`config.mk`:
```
export PLATFORM = sky130hd
export DESIGN_NAME = fx_pixel_cache_planar
export DESIGN_NICKNAME = d
export VERILOG_FILES = /design/src/rtl/fx_pixcache_pkg.sv /design/src/rtl/fx_pixel_plane_word.sv /design/src/rtl/fx_pixel_cache_planar.sv
export SDC_FILE = /design/constraint.sdc
export NUM_CORES = 1
export LEC_CHECK = 0
export ABC_AREA = 0
export CORE_ASPECT_RATIO = 1.5
export CORE_MARGIN = 1.5
export CORE_UTILIZATION = 30
export CTS_BUF_LIST = sky130_fd_sc_hd__clkbuf_2 sky130_fd_sc_hd__clkbuf_4 sky130_fd_sc_hd__clkbuf_8
export CTS_CLUSTER_DIAMETER = 40
export DETAILED_ROUTE_END_ITERATION = 16
export HOLD_SLACK_MARGIN = 0.06
export PLACE_DENSITY_LB_ADDON = 0.15
export SLEW_MARGIN = 10
export SYNTH_ARGS = -nofsm -noshare
export SYNTH_HDL_FRONTEND = slang
export SYNTH_SLANG_ARGS = --single-unit
```
`constraint.sdc`:
```
create_clock -name clk -period 3 [get_ports clk]
set_input_delay 0.3 -clock clk [delete_from_list [all_inputs] [get_ports clk]]
set_output_delay 0.3 -clock clk [all_outputs]
set_load 0.02 [all_outputs]
```
`src/rtl/fx_pixcache_pkg.sv`:
```
// Shared types and helpers for the planar pixel cache: flush FSM states,
// bpp_mode encodings and the plane count used for each mode.
package fx_pixcache_pkg;

    typedef enum logic [1:0] {
        IDLE  = 2'd0,
        READ  = 2'd1,
        WRITE = 2'd2
    } state_t;

    localparam logic [1:0] BPP_2    = 2'd0;
    localparam logic [1:0] BPP_4    = 2'd1;
    localparam logic [1:0] BPP_8    = 2'd2;
    localparam logic [1:0] BPP_RSVD = 2'd3;

    // Reserved mode behaves as 8bpp; result is capped at the planes actually built.
    function automatic int planes_for_mode(input logic [1:0] mode, input int max_planes);
        int n;
        case (mode)
            BPP_2:   n = 2;
            BPP_4:   n = 4;
            default: n = 8;
        endcase
        return (n > max_planes) ? max_planes : n;
    endfunction

endpackage

```
`src/rtl/fx_pixel_plane_word.sv`:
```
// One bit-plane word of the cache row: single-column writes from the plot path
// and a masked merge that keeps dirty columns and takes the rest from RAM.
module fx_pixel_plane_word #(
    parameter int PIX = 8,
    parameter int XW  = 3
) (
    input  logic           clk,
    input  logic           reset,
    input  logic           col_we,
    input  logic [XW-1:0]  col_x,
    input  logic           col_bit,
    input  logic           merge_en,
    input  logic [PIX-1:0] rdata,
    input  logic [PIX-1:0] mask,
    output logic [PIX-1:0] word
);

    localparam logic [XW-1:0] XMAX = XW'(PIX - 1);

    // Column 0 lives in the MSB of the plane word.
    logic [XW-1:0] bit_idx;
    assign bit_idx = XMAX - col_x;

    always_ff @(posedge clk) begin
        if (reset) begin
            word <= '0;
        end else if (merge_en) begin
            word <= (word & mask) | (rdata & ~mask);
        end else if (col_we) begin
            word[bit_idx] <= col_bit;
        end
    end

endmodule

```
`src/rtl/fx_pixel_cache_planar.sv`:
```
// Planar pixel cache: gathers plotted pixels of one row, then flushes them as
// plane words to screen RAM, reading back and merging partially written rows.
module fx_pixel_cache_planar
    import fx_pixcache_pkg::*;
#(
    parameter int PIX     = 8,
    parameter int NPLANES = 8,
    parameter int TAGW    = 13,
    localparam int XW     = (PIX > 1) ? $clog2(PIX) : 1,
    localparam int PW     = (NPLANES > 1) ? $clog2(NPLANES) : 1
) (
    input  logic               clk,
    input  logic               reset,
    input  logic [1:0]         bpp_mode,
    input  logic               plot_valid,
    output logic               plot_ready,
    input  logic [XW-1:0]      plot_x,
    input  logic [TAGW-1:0]    plot_tag,
    input  logic [NPLANES-1:0] plot_color,
    input  logic               flush_req,
    output logic               busy,
    output logic               ram_req,
    output logic               ram_we,
    output logic [TAGW-1:0]    ram_tag,
    output logic [PW-1:0]      ram_plane,
    output logic [PIX-1:0]     ram_wdata,
    input  logic [PIX-1:0]     ram_rdata,
    input  logic               ram_ack
);

    state_t state, next_state;

    logic [PIX-1:0]  dirty;
    logic [TAGW-1:0] tag;
    logic [PW-1:0]   plane_idx;
    logic [PW-1:0]   last_plane;
    logic            req_on;
    logic [PIX-1:0]  words [NPLANES];

    logic           full, tag_miss, accept, miss, flush_go;
    logic           ack_hit, last_ack, merge_hit;
    logic [PIX-1:0] x_mask, dirty_upd;

    assign full      = &dirty;
    assign tag_miss  = (dirty != '0) && (plot_tag != tag);
    assign accept    = plot_valid && plot_ready;
    assign miss      = plot_valid && (state == IDLE) && !full && tag_miss;
    assign x_mask    = {1'b1, {(PIX-1){1'b0}}} >> plot_x;
    assign dirty_upd = accept ? (dirty | x_mask) : dirty;
    assign flush_go  = flush_req && (dirty_upd != '0);
    assign ack_hit   = req_on && ram_ack;
    assign last_ack  = ack_hit && (plane_idx == last_plane);
    assign merge_hit = (state == READ) && ack_hit;

    always_ff @(posedge clk) begin
        if (reset) begin
            state <= IDLE;
        end else begin
            state <= next_state;
        end
    end

    always_comb begin
        next_state = state;
        case (state)
            IDLE: begin
                if (full) begin
                    next_state = WRITE;
                end else if (miss) begin
                    next_state = READ;
                end else if (flush_go) begin
                    next_state = (&dirty_upd) ? WRITE : READ;
                end
            end
            READ:    if (last_ack) next_state = WRITE;
            WRITE:   if (last_ack) next_state = IDLE;
            default: next_state = IDLE;
        endcase
    end

    always_comb begin
        plot_ready = (state == IDLE) && !full && !tag_miss;
        busy       = (state != IDLE);
        ram_req    = req_on;
        ram_we     = req_on && (state == WRITE);
        ram_tag    = tag;
        ram_plane  = plane_idx;
        ram_wdata  = ram_we ? words[plane_idx] : '0;
    end

    // Sequencing: one idle setup cycle on flush entry, then back-to-back accesses;
    // the READ->WRITE hand-over keeps the request up for plane 0.
    always_ff @(posedge clk) begin
        if (reset) begin
            dirty      <= '0;
            tag        <= '0;
            plane_idx  <= '0;
            last_plane <= '0;
            req_on     <= 1'b0;
        end else begin
            if (accept) begin
                dirty <= dirty_upd;
                tag   <= plot_tag;
            end
            if ((state == IDLE) && (next_state != IDLE)) begin
                last_plane <= PW'(planes_for_mode(bpp_mode, NPLANES) - 1);
                plane_idx  <= '0;
                req_on     <= 1'b0;
            end else if (state != IDLE) begin
                if (!req_on) begin
                    req_on <= 1'b1;
                end else if (ram_ack) begin
                    if (plane_idx == last_plane) begin
                        plane_idx <= '0;
                        if (state == WRITE) begin
                            req_on <= 1'b0;
                            dirty  <= '0;
                        end
                    end else begin
                        plane_idx <= plane_idx + 1'b1;
                    end
                end
            end
        end
    end

    for (genvar p = 0; p < NPLANES; p++) begin : g_plane
        fx_pixel_plane_word #(
            .PIX (PIX),
            .XW  (XW)
        ) u_word (
            .clk      (clk),
            .reset    (reset),
            .col_we   (accept),
            .col_x    (plot_x),
            .col_bit  (plot_color[p]),
            .merge_en (merge_hit && (plane_idx == PW'(p))),
            .rdata    (ram_rdata),
            .mask     (dirty),
            .word     (words[p])
        );
    end

endmodule
```
==> impl_metrics.ini <==
[setup_path]
arrival_ps = 2440
critical_path_class = register to output port
rr_worst_depth = 8
required_ps = 2700
crit_fanout = 9
cp-end-kind = output port
r2r_start = ram_tag[10]$_SDFFE_PP0N_
start_kind = register
r2r_end = state[0]$_SDFF_PP0_
reg2reg_slack_ps = 500

[floorplanning]
die_x_um = 109
fp.coreArea_um2 = 16700
initial_core_util = 0.305
dieHeight_um = 163
io_pins = 67
die-area_um2 = 17800
core.rowCount = 58

[power]
irDropWorstVdd_v = 0.000297
power_frac_clock = 0.247
comb_power_share = 0.298
switching_share = 0.347
p_int_w = 0.00215
seqPwrFrac = 0.454
p_sw_w = 0.00114
power.density_nw_per_um2 = 540
p_leak_nw = 2.10

[detailed_routing]
via_per_inst = 5.78
dr_total_vias = 4969
drt_iter0_markers = 440
route.detailed.drc = 0
routedWlPerCell_um = 21.4
drtPass1Iterations = 5
route.antenna.remaining_nets = 0
postRouteWirelength_um = 18400

[sta]
finClkSkew_ps = 13.5
clock.fmax_ghz = 0.364
fin_crit_ps = 2740
holdWs_ps = 486
rsz0062_at_grt = false
fin_ws_ps = 256
maxSlewHeadroom = 0.455
drv_slew = 0
fin_crit_sh = 0.915
hold_viol_final = 0
setup_tns_ps = 0
setup_violations = 0
tightest_slew_ps = 818

[cts]
clkSinkCount = 94
numCtsBuffers = 9
clk_path_buf_depth = 2
cts_root_buf = clkbuf_8
cts_setup_buffers = 0
clk_latency_ps = 370
cts_tree = yes
path_clk_slew_ps = 100
htree_levels = 3

[synthesis]
yosys.area.top_type_share = 0.369
yosys-top-cells-count = 94 x dfxtp_1, 77 x a21oi_1, 64 x nand2_1
syn-instance-count = 604
synth.largest_area_cell = dfxtp_1
yosys_warnings = 0
netlist-cell-type-count = 55
avgSynthCellArea_um2 = 8.44
ys_ff_latch = 94
synthFlopType = dfxtp_1
synth_async_sr_flop_share = 0
synth_most_common_cell = dfxtp_1
seq_area_frac_synth = 0.369
syn_nets = 649
synth_edf_count = 0
synth_area_leaders = dfxtp_1 37%, a21oi_1 7.6%, mux4_2 7.1%
synth_area_um2 = 5090

[worst_hold_path]
min_path_cells = 1
hold_path.class = register to register

[placement]
place_ws_ps = 116
io_buffers = 66
post-dp-hpwl_um = 12900
finalWeightedCongestion = 0.835

[flow_run]
cap_violations = 0

[global_route]
antenna_found_initial = 0
grt_first_pass_wirelength_um = 28600
grt_usage = 0.216
overflow = 0
grt_pass1_vias = 4999
grt_start_max_net_pins = 44

[final_layout]
final_core_util = 0.365
syn2layout_area_growth_pct = 19.5
antenna_cells = 0
final_nets = 691
drive_gt1_frac = 0.149

[run_status]
status = finished clean
-- worst max path at each step --
stage	slack, ps	to	startpoint	cells past startpoint
detailed placement	120	state[0]$_SDFF_PP0_	plot_tag[10]	9
CTS	200	plot_ready	plot_tag[10]	7
global route	100	plot_ready	plot_tag[12]	7
floorplan	500	register	ram_plane[0]$_SDFFE_PP0P_	9
global placement	140	state[0]$_SDFF_PP0_	plot_tag[10]	9
finish	260	ram_wdata[1]	state[1]$_SDFF_PP0_	4
-- critical path: stages (launching register included) --
cell and delay, ps:
dfxtp_1 430, nor2b_1 200, nand2_1 430, a21oi_1 350, clkdlybuf4s50_1 660
-- cells by family (layout without fill, tap and decap cells) --
group | after synthesis | in the layout | synth area share
AO/OA/AOI/OAI | 213 | 213 | 0.281
AND/OR/NAND/NOR | 193 | 193 | 0.177
flip-flops | 94 | 94 | 0.369
buffers and inverters | 63 | 109 | 0.0538
multiplexers | 19 | 19 | 0.0766
XOR/XNOR | 16 | 16 | 0.0275
adder cells (fa/ha/maj) | 6 | 6 | 0.0147
-- cells in the final DEF (no fill, tap or decap), types with 7 or more instances in the layout --
cell	synthesis	final
buf_4	1	19
o221a_1	7	7
o21ai_0	50	50
a211oi_1	10	10
clkdlybuf4s50_1	0	65
nor3_1	16	16
xnor2_1	11	11
o221a_2	32	32
clkbuf_8	0	10
a31oi_1	11	11
nand3_1	14	14
mux4_2	16	16
dfxtp_1	94	94
nand4_1	7	7
and3_1	8	8
nor2_1	51	51
nor4_1	11	11
nand2_1	64	64
a21oi_1	77	77
inv_1	8	8
-- power by group through the flow --
stage               clock network, W  registers [W]  logic, W
finish                      0.000813        0.00149  0.000981
global route                0.000871        0.00151   0.00108
CTS                         0.000833        0.00149  0.000989
detailed placement                 0        0.00152  0.000984
global placement                   0        0.00152  0.000974
floorplan                          0        0.00153  0.000632
-- final cells by class --
type,instances,area (um2)
tap,210,263
clock inverter,3,21.3
clock buffer,12,153
fill,1738,10600
multi-input combinational,447,2940
sequential,94,1880
inverter,9,33.8
timing repair buffer,85,798
-- repair_timing --
action | 4_1_cts | 5_1_grt
setup endpoints to repair | 0 | 1
resized for setup | 0 | 1
hold buffers | 0 | 0
-- layer usage --
layer | global-route usage | vias up | wire (um)
li1 | - | 2318 | -
met1 | 0.247 | 2398 | 7160
met2 | 0.380 | 202 | 9370
met3 | 0.0424 | 51 | 1080
met4 | 0.0980 | 0 | 796
met5 | 0 | - | 0
-- metrics by stage --
step	instance area, um2	std cells	total power [W]
6_report	6090	860	0.00329
5_1_grt	6090	860	0.00347
4_1_cts	6090	860	0.00332
3_5_place_dp	5920	845	0.00251
3_3_place_gp	5920	845	0.00249
2_1_floorplan	5090	604	0.00216
(Power assumes the default switching activity.)
